[config.mk]
export PLATFORM = sky130hd
export DESIGN_NAME = pong_match_ctrl
export DESIGN_NICKNAME = d
export VERILOG_FILES = /design/src/rtl/pong_pkg.sv /design/src/rtl/hold_timer.sv /design/src/rtl/pong_match_ctrl.sv
export SDC_FILE = /design/constraint.sdc
export NUM_CORES = 1
export LEC_CHECK = 0
export ABC_AREA = 1
export ABC_CLOCK_PERIOD_IN_PS = 3600
export CAP_MARGIN = 40
export CORE_UTILIZATION = 48
export CTS_CLUSTER_DIAMETER = 150
export DETAILED_ROUTE_END_ITERATION = 6
export GPL_TIMING_DRIVEN = 1
export HOLD_SLACK_MARGIN = 0.1
export PLACE_DENSITY = 0.77
export SYNTH_ARGS = -nofsm -noshare
export SYNTH_HDL_FRONTEND = slang
export SYNTH_SLANG_ARGS = --single-unit
[constraint.sdc]
create_clock -name top_clk -period 3.6 [get_ports top_clk]
set_clock_uncertainty 0.1 [all_clocks]
set_input_delay 0.72 -clock top_clk [delete_from_list [all_inputs] [get_ports top_clk]]
set_output_delay 0.72 -clock top_clk [all_outputs]
set_load 0.005 [all_outputs]
[src/rtl/pong_pkg.sv]
// Shared encodings for the pong match sequencer: game phases, winner codes
// and point-pulse codes.
package pong_pkg;

   typedef enum logic [2:0] {
      ST_NEWGAME = 3'd0,
      ST_PLAY    = 3'd1,
      ST_SERVE   = 3'd2,
      ST_PAUSE   = 3'd3,
      ST_OVER    = 3'd4
   } state_t;

   localparam logic [1:0] WINNER_NONE  = 2'b00;
   localparam logic [1:0] WINNER_LEFT  = 2'b01;
   localparam logic [1:0] WINNER_RIGHT = 2'b10;

   localparam logic [1:0] PT_NONE  = 2'b00;
   localparam logic [1:0] PT_LEFT  = 2'b01;
   localparam logic [1:0] PT_RIGHT = 2'b10;

endpackage

[src/rtl/hold_timer.sv]
// Frame-counting hold-off timer: counts frame_tick pulses after a restart and
// raises a sticky timer_up once HOLD_FRAMES frames have elapsed.
module hold_timer #(
   parameter int HOLD_FRAMES = 120
) (
   input  logic top_clk,
   input  logic reset,
   input  logic restart,
   input  logic frame_tick,
   output logic timer_up
);

   localparam int CNT_W = $clog2(HOLD_FRAMES + 1);
   localparam logic [CNT_W-1:0] HOLD = CNT_W'(HOLD_FRAMES);

   logic [CNT_W-1:0] count_q, count_d;

   // Restart wins over a coincident frame_tick; the count parks at HOLD so
   // timer_up stays high until the next restart.
   always_comb begin
      count_d = count_q;
      if (restart)
         count_d = '0;
      else if (frame_tick && (count_q != HOLD))
         count_d = count_q + 1'b1;
   end

   always_ff @(posedge top_clk) begin
      if (reset) count_q <= '0;
      else       count_q <= count_d;
   end

   assign timer_up = (count_q == HOLD);

endmodule

[src/rtl/pong_match_ctrl.sv]
// Pong match sequencer: game-phase FSM, ball and per-player score tracking,
// pause edge detection, and the freeze/clear/point controls for the datapath.
module pong_match_ctrl
   import pong_pkg::*;
#(
   parameter int BALLS       = 3,
   parameter int WIN_SCORE   = 5,
   parameter int SCORE_W     = 4,
   parameter int HOLD_FRAMES = 120
) (
   input  logic       top_clk,
   input  logic       reset,
   input  logic       frame_tick,
   input  logic       start_req,
   input  logic       pause_req,
   input  logic [1:0] miss,
   output logic       gra_still,
   output logic       d_clr,
   output logic [1:0] point_inc,
   output logic [2:0] state,
   output logic [2:0] balls_left,
   output logic       serve_dir,
   output logic [1:0] winner
);

   localparam logic [2:0]         BALLS_INIT = 3'(BALLS);
   localparam logic [SCORE_W-1:0] WIN        = SCORE_W'(WIN_SCORE);
   localparam logic [SCORE_W-1:0] SCORE_MAX  = {SCORE_W{1'b1}};

   state_t             state_q, state_d;
   logic               gra_still_q, gra_still_d;
   logic               d_clr_q, d_clr_d;
   logic [1:0]         point_inc_q, point_inc_d;
   logic [2:0]         balls_q, balls_d;
   logic               serve_dir_q, serve_dir_d;
   logic [1:0]         winner_q, winner_d;
   logic [SCORE_W-1:0] score_l_q, score_l_d;
   logic [SCORE_W-1:0] score_r_q, score_r_d;
   logic [SCORE_W-1:0] scorer_new;
   logic               pause_prev_q;
   logic               pause_rise;
   logic               restart;
   logic               timer_up;

   function automatic logic [SCORE_W-1:0] sat_inc(input logic [SCORE_W-1:0] s);
      return (s == SCORE_MAX) ? s : s + 1'b1;
   endfunction

   assign pause_rise = pause_req & ~pause_prev_q;

   hold_timer #(.HOLD_FRAMES(HOLD_FRAMES)) u_hold_timer (
      .top_clk    (top_clk),
      .reset      (reset),
      .restart    (restart),
      .frame_tick (frame_tick),
      .timer_up   (timer_up)
   );

   always_comb begin
      state_d     = state_q;
      gra_still_d = gra_still_q;
      d_clr_d     = d_clr_q;
      point_inc_d = PT_NONE;
      balls_d     = balls_q;
      serve_dir_d = serve_dir_q;
      winner_d    = winner_q;
      score_l_d   = score_l_q;
      score_r_d   = score_r_q;
      scorer_new  = '0;
      restart     = 1'b0;
      unique case (state_q)
         ST_NEWGAME: begin
            if (start_req) begin
               state_d     = ST_PLAY;
               gra_still_d = 1'b0;
               d_clr_d     = 1'b0;
            end
         end
         ST_PLAY: begin
            // Both sides missing in one cycle is scored as a left miss only.
            if (miss != 2'b00) begin
               if (miss[0]) begin
                  score_r_d   = sat_inc(score_r_q);
                  scorer_new  = score_r_d;
                  point_inc_d = PT_RIGHT;
                  serve_dir_d = 1'b0;
               end else begin
                  score_l_d   = sat_inc(score_l_q);
                  scorer_new  = score_l_d;
                  point_inc_d = PT_LEFT;
                  serve_dir_d = 1'b1;
               end
               balls_d     = balls_q - 1'b1;
               gra_still_d = 1'b1;
               restart     = 1'b1;
               if ((scorer_new >= WIN) || (balls_q == 3'd1)) begin
                  state_d  = ST_OVER;
                  winner_d = (score_l_d > score_r_d) ? WINNER_LEFT  :
                             (score_r_d > score_l_d) ? WINNER_RIGHT : WINNER_NONE;
               end else begin
                  state_d = ST_SERVE;
               end
            end else if (pause_rise) begin
               state_d     = ST_PAUSE;
               gra_still_d = 1'b1;
            end
         end
         ST_PAUSE: begin
            if (pause_rise) begin
               state_d     = ST_PLAY;
               gra_still_d = 1'b0;
            end
         end
         ST_SERVE: begin
            if (timer_up && start_req) begin
               state_d     = ST_PLAY;
               gra_still_d = 1'b0;
            end
         end
         ST_OVER: begin
            if (timer_up) begin
               state_d     = ST_NEWGAME;
               gra_still_d = 1'b1;
               d_clr_d     = 1'b1;
               balls_d     = BALLS_INIT;
               score_l_d   = '0;
               score_r_d   = '0;
               winner_d    = WINNER_NONE;
            end
         end
         default: state_d = ST_NEWGAME;
      endcase
   end

   always_ff @(posedge top_clk) begin
      if (reset) begin
         state_q      <= ST_NEWGAME;
         gra_still_q  <= 1'b1;
         d_clr_q      <= 1'b1;
         point_inc_q  <= PT_NONE;
         balls_q      <= BALLS_INIT;
         serve_dir_q  <= 1'b0;
         winner_q     <= WINNER_NONE;
         score_l_q    <= '0;
         score_r_q    <= '0;
         pause_prev_q <= 1'b0;
      end else begin
         state_q      <= state_d;
         gra_still_q  <= gra_still_d;
         d_clr_q      <= d_clr_d;
         point_inc_q  <= point_inc_d;
         balls_q      <= balls_d;
         serve_dir_q  <= serve_dir_d;
         winner_q     <= winner_d;
         score_l_q    <= score_l_d;
         score_r_q    <= score_r_d;
         pause_prev_q <= pause_req;
      end
   end

   assign state      = state_q;
   assign gra_still  = gra_still_q;
   assign d_clr      = d_clr_q;
   assign point_inc  = point_inc_q;
   assign balls_left = balls_q;
   assign serve_dir  = serve_dir_q;
   assign winner     = winner_q;

endmodule
==> metrics.md, run 1 <==
| Metric | Value |
|---|---|
| Final setup fails | `0` |
| Post-route cell area | `0.00200 mm²` |
| Unrepaired setup endpoints after global routing | `no` |
| Pin count of the biggest net entering global routing | `12` |
| Place WS | `0.529 ns` |
| Syn_nets | `251` |
| Clk sinks | `29` |
| DRC violations left | `0` |
| Number of synthesized flops with an enable pin | `0` |
| CP Capture Type | `register` |
| FMAX | `0.365 GHz` |
| Sw Pwr | `448 µW` |
| Post-route ant nets | `0` |
| Total of max-cap violations | `0` |
| Total track usage | `0.206` |
| Share of cells above drive strength 1 | `0.109` |
| Layout net count | `273` |
| Die H | `61.9 µm` |
| Mean number of vias per cell | `5.19` |
| Status | `finished, final reports clean` |
| Dominant synthesized flop cell | `dfxtp_1` |
| Critical path peak fanout | `11` |
| Critical setup path kind | `input port to register` |
| Initial Util | `0.508` |
| Non-filler cells, final | `303` |
| Clock power share | `0.169` |
| Largest stage delay, worst path | `0.70 ns` |
| DRT Pass-1 Iters | `4` |
| Core ar. | `0.00339 mm²` |
| Startpoint types | `input port` |
| Sequential Power Share | `0.390` |
| PwrDens | `564 mW/mm²` |
| Cell count after synthesis | `234` |
| Asr flop ratio synth | `0` |
| Placed cell areas | `0.00195 mm²` |
| Worst path arrival time | `2.87 ns` |
| Root Buffer | `clkbuf_4` |
| Tot Pwr | `1130 µW` |
| Measured slew at the worst slew-check pin | `0.516 ns` |
| Final period utilization | `0.761` |
| Pins Over Slew Limit | `0` |
| Hold Path Class | `register to register` |
| Hold-fix buffers at CTS | `0` |
| Most used cell, CP | `nand2_1` |
| CP top delay family | `buffers and inverters` |
| Iteration-0 DRC Markers | `68` |
| CTS tree | `built` |
| Post-CTS sizing | `0` |
| I/O Pins | `20` |
| Post-CTS Setup Bufs | `0` |
| Avg WL per Cell | `11.8 µm` |
| Number of synthesized register bits | `29` |
| Critical Path Slowest Stage Cell | `clkdlybuf4s50_1` |
| Global-route wire length before repair | `5.65 mm` |
| Fin worst setup slack | `0.860 ns` |
| Final hold violation count | `0` |
| P&R area growth vs syn | `16.0%` |
| Seq/Total Area, Yosys | `0.337` |
| Req. time, crit path | `3.73 ns` |
| Setup TNS | `0 ns` |
| Placed Cells | `295` |
| Die extent in x | `61.9 µm` |
| Leak Pwr | `0.000883 µW` |
| Pint | `677 µW` |
| Number of core rows | `21` |
| Mapped Area | `0.00172 mm²` |
| Distinct cells, synth | `36` |
| Final wirelength | `3.56 mm` |
| Comb power frac | `0.441` |
| Slew headroom | `0.655` |
| Antenna diode count | `0` |
| GRT Residual Overflow | `0` |
| Worst path cell trace | `clkdlybuf4s50_1 -> inv_1 -> nand2_1 -> inv_1 -> nand2_1 -> o21ai_0 -> ha_1 -> a21oi_1 -> nand2_1 -> nand3_1 -> nand3_1 -> nand2_1 -> nor2_1` |
| Via Count | `1574` |
| RD Place Congestion | `0.873` |
| HPWL after DPL | `2.71 mm` |
| Port Buf Inserts | `19` |
| CTS buffer count | `5` |
| CP Buf/Inv Count | `3` |
| Switch share | `0.398` |
| Reg clk slew, reported paths | `0.09 ns` |
| Commonest non-fill, non-tap cells in the layout | `inv_1 (37), nand2_1 (37), dfxtp_1 (29), nor2_1 (25)` |
| Initial antenna violation count | `0` |
| Vias in the first global route | `1282` |
| Clock latency on the worst-skew pair | `0.33 ns` |
| Clock Path Buffers | `2` |
| Die area | `0.00383 mm²` |
| Final min period | `2.74 ns` |
| CTS H-tree depth | `2` |
| Yosys warning count | `0` |
| Avg Cell Area, Syn | `7.35 µm²` |
| Peak VDD IR | `0.361 mV` |
[cell families (layout without fill, tap and decap cells)]
kind of cell             Yosys count  after routing  share of synthesized area
flip-flops                        29             29                      0.337
AO/OA/AOI/OAI                     38             38                      0.137
adder cells (fa/ha/maj)           10             10                     0.0727
XOR/XNOR                           4              4                     0.0204
buffers and inverters             45             68                      0.104
AND/OR/NAND/NOR                  108            108                      0.328
[cell type report]
class                           instances  area [µm²]
Fill cell                             312        1390
Sequential cell                        29         581
Tap cell                               46        57.6
Timing Repair Buffer                   19         190
Multi-Input combinational cell        160         961
Inverter                               41         158
Clock buffer                            8        48.8
[path summary, 6_finish.rpt]
check	slack, ns	cells past startpoint	startpoint	endpoint
min reg2reg	0.36	2	d_clr	d_clr
max	0.86	13	miss[0]	winner[1]
min	0.36	2	d_clr	d_clr
max reg2reg	1.36	14	score_r_q[0]	winner[1]
[power groups by stage]
stage / combinational [µW] / sequential (µW) / clock, µW
after CTS: 499 / 438 / 196
after global routing: 565 / 449 / 205
after floorplan: 333 / 436 / 0
final: 496 / 438 / 190
after global placement: 485 / 445 / 0
after detailed placement: 496 / 445 / 0
[metal layers]
metal	part of all wire	up-vias	GRT usage
met5	0	-	0
met4	0.020	0	0.0984
met3	0.039	8	0.0497
met2	0.45	37	0.320
met1	0.49	713	0.269
li1	-	816	-
[state kept, by name, indices dropped and copies added, names as in the netlist]
register / cells
gra_still: 1
point_inc: 2
state: 3
score_l_q: 4
pause_prev_q: 1
d_clr: 1
score_r_q: 4
u_hold_timer.count_q: 7
winner: 2
serve_dir: 1
balls_left: 3
[cell usage after synthesis, types with 2 or more instances]
cell type / number / area share
a32o_1: 2 / 0.012
o211ai_1: 2 / 0.0087
nand3_2: 2 / 0.012
nand3_1: 19 / 0.055
dfxtp_1: 29 / 0.34
nand2_2: 4 / 0.015
ha_1: 10 / 0.073
xor2_1: 4 / 0.020
buf_2: 2 / 0.0058
nand4_1: 7 / 0.025
inv_1: 37 / 0.081
o32ai_1: 4 / 0.020
nor3b_1: 2 / 0.0087
nor2_1: 25 / 0.055
nand3_4: 2 / 0.020
o21ai_0: 9 / 0.026
nor3_2: 2 / 0.012
nor2_2: 3 / 0.011
a21oi_1: 9 / 0.026
o21ai_1: 6 / 0.017
nor2_4: 2 / 0.013
nand2_1: 37 / 0.081
inv_2: 2 / 0.0044
[stage by stage]
stage	hold WS, ns	util
3_3_place_gp	0.349	0.574
3_5_place_dp	0.358	0.574
6_report	0.364	0.589
2_1_floorplan	0.351	-
5_1_grt	0.386	0.589
4_1_cts	0.372	0.589
[worst reg2reg max path, delay by kind of cell, from the launching register on]
kind,cells,cell delay (ns)
buf+inv,1,0.06
simple gates,9,0.67
compound gates,2,0.34
fa+ha+maj,2,0.57
flops,1,0.40
Note: power is estimated with default switching activity, not from simulation.
==> run 2, diff against run 1 <==
ABC_CLOCK_PERIOD_IN_PS = 2490   (was 3600)
PLACE_DENSITY = 0.8   (was 0.77)
clock period = 2.49 ns   (was 3.6 ns; I/O delays follow)
==> run 2 against run 1 <==
Against the previous run:
- core utilization up 1.7 points
- worst hold slack worse by 0.00072 ns
- first-iteration DRC count up 24%
- worst setup slack got worse by 0.63 ns
==> metrics.md, run 2 (same netlist as run 1, synthesis figures left out) <==
| Metric | Value |
|---|---|
| Initial antenna violation count | `0 (unchanged)` |
| Layout net count | `280 (+2.6%)` |
| Vias in the first global route | `1374 (+7.2%)` |
| Clock Path Buffers | `2 (unchanged)` |
| Clk sinks | `29 (unchanged)` |
| Worst hold path startpoint | `serve_dir` |
| PwrDens | `802 mW/mm² (+42%)` |
| Iteration-0 DRC Markers | `84 (+24%)` |
| Total track usage | `0.209 (+0.00288)` |
| HPWL after DPL | `2.74 mm (+0.94%)` |
| Die H | `61.9 µm (unchanged)` |
| Initial Util | `0.508 (unchanged)` |
| Post-CTS sizing | `0 (unchanged)` |
| Critical Path Slowest Stage Cell | `dfxtp_1` |
| Status | `finished, final reports clean` |
| Final hold violation count | `0 (unchanged)` |
| Final wirelength | `3.55 mm (-0.45%)` |
| Avg WL per Cell | `11.5 µm (-2.4%)` |
| Total of max-cap violations | `0 (unchanged)` |
| Via Count | `1574 (unchanged)` |
| Critical path startpoint | `score_l_q[0]` |
| CTS tree | `built` |
| Peak VDD IR | `0.539 mV (+49%)` |
| Die area | `0.00383 mm² (unchanged)` |
| Top flop regs | `u_hold_timer.count_q: 7 flops, score_l_q: 4 flops, score_r_q: 4 flops` |
| Hold_ws | `0.364 ns (-0.000722 ns)` |
| P&R area growth vs syn | `19.4%` |
| Max FFs per register | `7 (unchanged)` |
| GRT Residual Overflow | `0 (unchanged)` |
| Slew headroom | `0.800 (+0.145)` |
| DRT Pass-1 Iters | `4 (unchanged)` |
| Leak Pwr | `0.000921 µW (+4.3%)` |
| Final min period | `2.26 ns` |
| Post-route ant nets | `0 (unchanged)` |
| Reg with most FFs | `u_hold_timer.count_q` |
| Placed cell areas | `0.00200 mm² (+2.7%)` |
| Worst path cell trace | `ha_1 -> nand3_2 -> nand2_1 -> nand3_1 -> o21a_1 -> ha_1 -> inv_1 -> nor2_1 -> o211ai_1 -> nand2_1 -> nand3_1 -> nand3_1 -> nand2_1 -> nor2_1` |
| Pin count of the biggest net entering global routing | `11 (-1)` |
| CTS H-tree depth | `2 (unchanged)` |
| Post-CTS Setup Bufs | `0 (unchanged)` |
| Commonest non-fill, non-tap cells in the layout | `inv_1 (37), nand2_1 (37), dfxtp_1 (29), nor2_1 (25)` |
| DRC violations left | `0 (unchanged)` |
| RD Place Congestion | `0.828 (-5.1%)` |
| Startpoint types | `register` |
| CTS buffer count | `5 (unchanged)` |
| Number of core rows | `21 (unchanged)` |
| Port Buf Inserts | `19 (unchanged)` |
| Reg clk slew, reported paths | `0.09 ns (about the same)` |
| Global-route wire length before repair | `5.71 mm (+1.1%)` |
| Req. time, crit path | `2.62 ns (-1.11 ns)` |
| Hold-fix buffers at CTS | `0 (unchanged)` |
| CP top delay family | `simple AND/OR/NAND/NOR gates` |
| Mean number of vias per cell | `5.09 (-1.9%)` |
| Antenna diode count | `0 (unchanged)` |
| CP Capture Type | `register` |
| Final setup fails | `0 (unchanged)` |
| Hold Path Class | `register to register` |
| Unrepaired setup endpoints after global routing | `no` |
| Die extent in x | `61.9 µm (unchanged)` |
| Post-route cell area | `0.00205 mm² (+2.9%)` |
| FF-to-FF Start | `score_l_q[0]` |
| Worst path arrival time | `2.38 ns (-0.49 ns)` |
| Largest stage delay, worst path | `0.43 ns (-0.27 ns)` |
| Fin worst setup slack | `0.233 ns (-0.627 ns)` |
| Core ar. | `0.00339 mm² (unchanged)` |
| Share of cells above drive strength 1 | `0.137 (+0.0279)` |
| FMAX | `0.443 GHz` |
| Final period utilization | `0.906` |
| Pins Over Slew Limit | `0 (unchanged)` |
| Critical path peak fanout | `6 (-5)` |
| Post-layout util | `0.606 (+0.0173)` |
| Place WS | `-0.0449 ns (-0.574 ns)` |
| Critical setup path kind | `register to register` |
| CP Buf/Inv Count | `1 (-2)` |
| I/O Pins | `20 (unchanged)` |
| Root Buffer | `clkbuf_4` |
| Measured slew at the worst slew-check pin | `0.300 ns (-0.216 ns)` |
| Clock latency on the worst-skew pair | `0.34 ns (about the same)` |
[run 2: changes by cell type in the layout (fill, tap and decap cells not counted), sizes merged]
cell | previous run | this run
clkbuf | 8 | 7
buf | 0 | 7
[run 2: final timing paths]
check	depth (start not counted)	endpoint	slack [ns]
min reg2reg	2	serve_dir	0.36
min	2	serve_dir	0.36
max reg2reg	14	winner[1]	0.23
max	14	winner[1]	0.23
[run 2: layout make-up]
| type | count | area [µm²] |
|---|---|---|
| multi-input cells | 160 | 961 |
| repair buffers | 26 | 243 |
| fillers | 302 | 1340 |
| well taps | 46 | 57.6 |
| flip-flops and latches | 29 | 581 |
| clock buffers | 7 | 55.1 |
| inverters | 41 | 158 |
[run 2: metrics by stage]
step                cells  total power [µW]  TNS, ns
global placement      302              1350        0
CTS                   309              1660        0
finish                309              1650        0
global route          309              1790        0
floorplan             234              1110        0
detailed placement    302              1370  -0.0449
[run 2: power breakdown]
group	leakage (µW)	switching (µW)	internal (µW)
Sequential	0.000237	83.8	552
Clock	0.0000314	157	133
Combinational	0.000653	397	326
Total	0.000921	638	1010
[run 2: metal layers]
metal  vias up  global-route usage  share of wire
met2        21               0.330           0.44
met1       714               0.255           0.50
met4         0               0.133          0.027
met3        10              0.0497          0.031
li1        829                   -              -
met5         -                   0              0
[run 2: tightest hold or removal path, stage by stage, from the launching register on]
cell and delay (ns):
dfxtp_1 0.32, nand2_1 0.05, o21ai_1 0.05
